File: src/rtl/wb_write_queue.sv
// wb_write_queue: in-order write-back queue feeding the register file write port.
// Accepts memory and ALU results, drains one per cycle, forwards queued values.
module wb_write_queue #(
    parameter int DATA_W = 16,
    parameter int ADDR_W = 3,
    parameter int DEPTH  = 4
) (
    input  logic                       clk,
    input  logic                       rst,
    input  logic                       mem_valid,
    output logic                       mem_ready,
    input  logic [ADDR_W-1:0]          mem_addr,
    input  logic [DATA_W-1:0]          mem_data,
    input  logic                       alu_valid,
    output logic                       alu_ready,
    input  logic [ADDR_W-1:0]          alu_addr,
    input  logic [DATA_W-1:0]          alu_data,
    input  logic                       drain_en,
    output logic                       rf_write_enable,
    output logic [ADDR_W-1:0]          rf_write_addr,
    output logic [DATA_W-1:0]          rf_write_data,
    input  logic [ADDR_W-1:0]          q1_addr,
    input  logic [ADDR_W-1:0]          q2_addr,
    output logic                       q1_hit,
    output logic                       q2_hit,
    output logic [DATA_W-1:0]          q1_data,
    output logic [DATA_W-1:0]          q2_data,
    output logic [$clog2(DEPTH):0]     count,
    output logic                       full,
    output logic                       empty
);

    localparam int PW = $clog2(DEPTH);
    localparam int CW = PW + 1;

    localparam logic [CW-1:0] CNT_FULL = CW'(DEPTH);
    localparam logic [CW-1:0] CNT_AM1  = CW'(DEPTH - 1);
    localparam logic [CW-1:0] CNT_AM2  = CW'(DEPTH - 2);

    logic [ADDR_W-1:0] ent_addr_q [DEPTH];
    logic [ADDR_W-1:0] ent_addr_d [DEPTH];
    logic [DATA_W-1:0] ent_data_q [DEPTH];
    logic [DATA_W-1:0] ent_data_d [DEPTH];

    logic [PW-1:0] head_q, head_d;
    logic [PW-1:0] tail_q, tail_d;
    logic [CW-1:0] count_q, count_d;

    logic          mem_push;
    logic          alu_push;
    logic          pop;
    logic [PW-1:0] alu_slot;

    // Status and handshake derive only from the registered occupancy;
    // a pop in the same cycle never frees a slot early.
    assign empty     = (count_q == '0);
    assign full      = (count_q == CNT_FULL);
    assign count     = count_q;
    assign mem_ready = (count_q < CNT_FULL);
    assign alu_ready = (count_q <= CNT_AM2) |
                       ((count_q == CNT_AM1) & ~mem_valid);

    assign mem_push = mem_valid & mem_ready;
    assign alu_push = alu_valid & alu_ready;

    // Head entry drives the file; it pops on the edge after being written.
    assign pop             = ~empty & drain_en;
    assign rf_write_enable = pop;
    assign rf_write_addr   = ent_addr_q[head_q];
    assign rf_write_data   = ent_data_q[head_q];

    // Next-state: mem result takes the tail, a same-cycle ALU result the slot after it.
    always_comb begin
        for (int i = 0; i < DEPTH; i++) begin
            ent_addr_d[i] = ent_addr_q[i];
            ent_data_d[i] = ent_data_q[i];
        end
        alu_slot = tail_q + PW'(mem_push);
        if (mem_push) begin
            ent_addr_d[tail_q] = mem_addr;
            ent_data_d[tail_q] = mem_data;
        end
        if (alu_push) begin
            ent_addr_d[alu_slot] = alu_addr;
            ent_data_d[alu_slot] = alu_data;
        end
        tail_d  = tail_q + PW'(mem_push) + PW'(alu_push);
        head_d  = head_q + PW'(pop);
        count_d = count_q + CW'(mem_push) + CW'(alu_push) - CW'(pop);
    end

    // Forwarding: walk occupied slots oldest to youngest so the youngest match wins.
    always_comb begin
        logic [PW-1:0] idx;
        q1_hit  = 1'b0;
        q2_hit  = 1'b0;
        q1_data = '0;
        q2_data = '0;
        idx     = '0;
        for (int i = 0; i < DEPTH; i++) begin
            idx = head_q + PW'(i);
            if (CW'(i) < count_q) begin
                if (ent_addr_q[idx] == q1_addr) begin
                    q1_hit  = 1'b1;
                    q1_data = ent_data_q[idx];
                end
                if (ent_addr_q[idx] == q2_addr) begin
                    q2_hit  = 1'b1;
                    q2_data = ent_data_q[idx];
                end
            end
        end
    end

    // State registers; reset drops every pending entry.
    always_ff @(posedge clk or negedge rst) begin
        if (!rst) begin
            head_q  <= '0;
            tail_q  <= '0;
            count_q <= '0;
            for (int i = 0; i < DEPTH; i++) begin
                ent_addr_q[i] <= '0;
                ent_data_q[i] <= '0;
            end
        end else begin
            head_q  <= head_d;
            tail_q  <= tail_d;
            count_q <= count_d;
            for (int i = 0; i < DEPTH; i++) begin
                ent_addr_q[i] <= ent_addr_d[i];
                ent_data_q[i] <= ent_data_d[i];
            end
        end
    end

endmodule

File: config.mk
export PLATFORM = sky130hd
export DESIGN_NAME = wb_write_queue
export DESIGN_NICKNAME = d
export VERILOG_FILES = /design/src/rtl/wb_write_queue.sv
export SDC_FILE = /design/constraint.sdc
export NUM_CORES = 1
export LEC_CHECK = 0
export CORE_MARGIN = 2
export CORE_UTILIZATION = 51
export CTS_BUF_LIST = sky130_fd_sc_hd__clkbuf_8
export DETAILED_ROUTE_END_ITERATION = 10
export PLACE_DENSITY = 0.8
export SLEW_MARGIN = 15
export SYNTH_ARGS = -nofsm -noshare
export SYNTH_HDL_FRONTEND = slang
export SYNTH_SLANG_ARGS = --single-unit
File: constraint.sdc
create_clock -name clk -period 3.6 [get_ports clk]
set_input_delay 1.08 -clock clk [delete_from_list [all_inputs] [get_ports clk]]
set_output_delay 1.08 -clock clk [all_outputs]
set_load 0.02 [all_outputs]
==> results of run 1 <==
-- repair_timing --
item	in CTS	in global routing
setup endpoints to repair	48	42
setup buffers	26	19
pin swaps	31	30
resized for setup	223	82
cloned	4	3
hold endpoints to repair	0	0
-- routing by layer --
metal / GRT usage, % / vias to the layer above / part of all wire [%]
li1: - / 3111 / -
met1: 50.0 / 3576 / 40
met2: 51.8 / 501 / 47
met3: 7.89 / 66 / 10
met4: 10.1 / 0 / 2.6
met5: 0 / - / 0
-- area by class of cell --
type	count	area share, %
multi-input cells	563	50.2
repair buffers	248	25.0
flip-flops and latches	83	20.3
well taps	176	2.14
clock buffers	9	1.21
clock inverters	7	0.731
inverters	11	0.402
-- per-stage QoR --
step | utilization [%] | TNS [ns]
global route | 78.2 | -16.67
floorplan | - | -0.816
CTS | 74.3 | -12.12
global placement | 68.9 | -36.04
detailed placement | 68.9 | -38.59
finish | 78.2 | -14.06
-- worst paths after layout --
kind | startpoint | slack [ns] | endpoint | cells after the start
max in group asynchronous | rst | 2.38 | ent_data_q[53] | 2
hold reg to reg | ent_data_q[42] | 0.64 | ent_data_q[42] | 2
hold / removal | rst | 0.58 | ent_addr_q[9] | 1
setup / recovery | head_q[1] | -0.49 | q1_data[4] | 12
min in group clk | ent_data_q[42] | 0.64 | ent_data_q[42] | 2
setup reg to reg | count[2] | 1.10 | count[1] | 8
-- registers in the layout (all words and copies together) (netlist names) --
name / cells
head_q: 2
ent_addr_q: 12
tail_q: 2
ent_data_q: 64
count: 3
-- kinds of logic (layout without fill, tap and decap cells) --
logic type / after synthesis / in the layout / share of synthesized area, %
muxes: 166 / 166 / 31.6
DFF: 83 / 83 / 30.5
AOI/OAI and AO/OA: 211 / 211 / 18.3
and+or+nand+nor: 153 / 153 / 10.1
adders and majority gates: 8 / 8 / 1.69
buffers and inverters: 74 / 275 / 4.61
xor gates and xnor gates: 25 / 25 / 3.22
-- cell usage in the layout (no fill, tap or decap), drive strengths merged, types with 13 or more instances in the layout --
cell,Yosys,final
a21oi,92,92
inv,11,13
o21ai,49,49
nor2,97,97
o22ai,32,32
clkbuf,37,13
mux2,23,23
clkdlybuf4s50,0,53
dfrtp,83,83
mux4,37,37
mux2i,106,106
nand2,24,24
xor2,18,18
a221oi,32,32
buf,26,172
==> impl_metrics.tcl, run 1 <==
set metrics [dict create \
    vias 7254 \
    dp_hpwl_mm 16.8 \
    stdcell_count 1097 \
    cts_buffers 9 \
    core_area_um2 13100 \
    clkSinkCount 83 \
    synth-edff-count 0 \
    startpoint_type "register" \
    antenna_found_initial 0 \
    dr.pass1.iters 8 \
    synth_warnings 0 \
    wl_mm 26.2 \
    cts_max_level 3 \
    start_util_pct 51.8 \
    hold_viol 0 \
    critical-path-max-stage-delay_ns 0.56 \
    fmax_ghz 0.245 \
    drive_gt1_share_pct 37.4 \
    timing.hold.ws_ns 0.581 \
    via_per_inst 6.61 \
    io_pins 110 \
    die-area_um2 14300 \
    drv_slew 0 \
    drt_iter0_drc 1029 \
    fp.dieH_um 120 \
    synth_flop_cell "dfrtp_1" \
    multi_input_area_um2 5160 \
    ff_latch_area_um2 2080 \
    overflow 0 \
    clk_pin_slew_ns 0.10 \
    grt_pass1_vias 6751 \
    status "finished with violations" \
    track_usage_pct 34.4 \
    cts_root_buffer "clkbuf_8" \
    clock_latency_ns 0.38 \
    cp-end-kind "output port" \
    synth_area_leaders "dfrtp_1 31%, mux2i_1 16%, mux4_2 12%" \
    criticalPathCategory "register to output port" \
    placementRows 42 \
    preCtsSetupSlack_ns -1.41 \
    ys_ff_latch 83 \
    cts.path.max_buffers 2 \
    syn_to_final_growth_pct 50.9 \
    antenna_left 0 \
    netlist.area_leader.share_pct 30.5 \
    setup_viol 34 \
    yosys.area.top_type "dfrtp_1" \
    synthDistinctLibCells 38 \
    period_share_pct 114 \
    final_cell_area_um2 10300 \
    critPathArrivalTime_ns 3.01 \
    cts_tree "built" \
    nNetsFinal 973 \
    post-route-drc-count 0 \
    violations "setup timing" \
    drv_cap 0 \
    yosysMostFrequentCell "mux2i_1" \
    placed_cell_area_um2 9050 \
    cpMostUsedCell "buf_4" \
    cp_top_family "buffers and inverters" \
    post-route-min-period_ns 4.09 \
    port_buffers 109 \
    cp_slowest_cell "mux4_2" \
    routabilityCongestion 0.975 \
    dp_cells 1035 \
    synthTopCellsByCount "106 x mux2i_1, 95 x nor2_1, 92 x a21oi_1, 83 x dfrtp_1, 49 x o21ai_0" \
    tightest_slew_ns 0.664 \
    fin_ws_ns -0.490 \
    slew_headroom_pct 55.8 \
    grt_max_degree 84 \
    wl_per_cell_um 23.9 \
    crit_buf_inv 7 \
    synth.avg_cell_area_um2 9.46 \
    cp_max_fo 8 \
    async_reset_ff_share_pct 100 \
    dieWidth_um 120 \
    crit_required_ns 2.52 \
    postCtsHoldBufs 0 \
    fillers 795 \
    ys_seq_area_share_pct 30.5 \
    hold_class "primary input to async pin" \
    grt_first_pass_wirelength_mm 38.1 \
    synth_area_um2 6810 \
    crit_chain "buf_4 -> buf_6 -> mux4_2 -> xor2_2 -> nor4_4 -> buf_6 -> buf_4 -> buf_8 -> buf_16 -> a221oi_2 -> o22ai_1 -> buf_4" \
    synthCells 720 \
    antenna_cells 0 \
    fin_skew_ns 0.0178 \
    grt_setup_unrepaired "true" \
    synth_fp_nets 777 \
]
Power of run 1 is not shown: default switching activity piles up to over one toggle a cycle in this logic, so the estimate is an artifact.
==> run 2: changes to the inputs <==
CORE_UTILIZATION = 54   (was 51)
clock period = 5.2 ns   (was 3.6 ns; I/O delays follow)
==> impl_metrics.tcl, run 2 (same netlist as run 1, synthesis figures left out) <==
set metrics [dict create \
    status "completed" \
    wl_mm 20.8 \
    reg2reg_slack_ns 2.44 \
    via_per_inst 6.59 \
    core_area_um2 12500 \
    fillers 955 \
    vias 6533 \
    cts_root_buffer "clkbuf_8" \
    drv_slew 0 \
    antenna_left 0 \
    largest_reg_flops 64 \
    dp_hpwl_mm 15.0 \
    fin_skew_ns 0.0103 \
    grt.busiest_layer "met1" \
    start_util_pct 54.6 \
    wl_per_cell_um 21.0 \
    cp-end-kind "output port" \
    cts_tree "built" \
    grt_setup_unrepaired "true" \
    routabilityCongestion 0.960 \
    slew_headroom_pct 30.0 \
    met1_usage_pct 46.8 \
    setup_tns_ns 0 \
    hold_class "register to register" \
    mostFrequentLayoutCells "106 x mux2i_1, 95 x nor2_1, 92 x a21oi_1" \
    layout.cells.most_common "mux2i_1" \
    drive_gt1_share_pct 17.5 \
    port_buffers 109 \
    fp.dieH_um 116 \
    dieWidth_um 116 \
    fmax_ghz 0.193 \
    tightest_slew_ns 1.05 \
    clkSinkCount 83 \
    period_share_pct 99.6 \
    critPathArrivalTime_ns 3.62 \
    preCtsSetupSlack_ns -0.852 \
    post-route-drc-count 0 \
    hold_viol 0 \
    cts_buffers 9 \
    drt_iter0_drc 1134 \
    crit_required_ns 3.64 \
    dr.pass1.iters 7 \
    antenna_cells 0 \
    post-route-min-period_ns 5.18 \
    nNetsFinal 872 \
    cts.path.max_buffers 2 \
    placementRows 41 \
    criticalPathCategory "primary input to output port" \
    grt_pass1_vias 6127 \
    overflow 0 \
    track_usage_pct 30.9 \
    postCtsHoldBufs 0 \
    top_register "ent_data_q" \
    grtUsageMet3_pct 5.60 \
    fin_ws_ns 0.0208 \
    syn_to_final_growth_pct 22.9 \
    grt_max_degree 84 \
    cp_max_fo 16 \
    startpoint_type "primary input" \
    die-area_um2 13500 \
    grt_util_met2_pct 46.4 \
    drv_cap 0 \
    cts_max_level 3 \
    io_pins 110 \
    clock_latency_ns 0.36 \
    antenna_found_initial 0 \
    grt_first_pass_wirelength_mm 32.4 \
    clk_pin_slew_ns 0.08 \
    setup_viol 0 \
]
==> run 2: worst max-delay path, cell delays in order <==
cell	delay, ns
dlygate4sd2_1	0.31
and3_1	0.20
o41ai_2	0.36
buf_4	0.18
nor3_2	0.03
buf_4	0.20
a221oi_1	0.31
o22ai_1	0.17
clkdlybuf4s15_2	0.29
==> run 2: through the flow <==
step | hold WS, ns | util (%) | instances | cell area, um2
finish | 0.634 | 67.1 | 991 | 8370
global route | 0.672 | 67.1 | 991 | 8370
CTS | 0.640 | 67.4 | 991 | 8400
detailed placement | 0.621 | 65.6 | 974 | 8180
global placement | 0.590 | 65.6 | 974 | 8180
floorplan | 0.461 | - | 720 | 6810
==> run 2: final cells by class <==
cell class / instances / area, um2 / share of cell area, %
Clock buffer: 10 / 138 / 1.64
Clock inverter: 5 / 78.8 / 0.942
Inverter: 11 / 41.3 / 0.493
Multi-Input combinational cell: 563 / 4460 / 53.2
Sequential cell: 83 / 2080 / 24.9
Tap cell: 172 / 215 / 2.57
Timing Repair Buffer: 147 / 1360 / 16.2
==> run 2: routing by layer <==
metal / share of wire [%] / up-vias / wire length [um]
met5: 0 / - / 0
met4: 1.5 / 0 / 309
met3: 10 / 46 / 2180
met2: 46 / 456 / 9520
met1: 42 / 3136 / 8800
li1: - / 2895 / -
==> run 2: worst paths after layout <==
kind / start / endpoint / depth (start not counted)
worst max register to register: count[2] / ent_data_q[15] / 9
worst min-delay path: ent_data_q[58] / ent_data_q[58] / 2
max in group asynchronous: rst / head_q[0] / 1
worst min register to register: ent_data_q[58] / ent_data_q[58] / 2
min in group asynchronous: rst / ent_addr_q[2] / 1
worst max-delay path: q1_addr[2] / q1_data[2] / 9
==> run 2: timing repair <==
item | 4_1_cts | 5_1_grt
cloned | 0 | 0
gates resized for setup | 41 | 32
buffers inserted | 2 | 0
pin swaps | 2 | 0
setup endpoints to repair | 34 | 31
Power of run 2 is left out for the same reason.
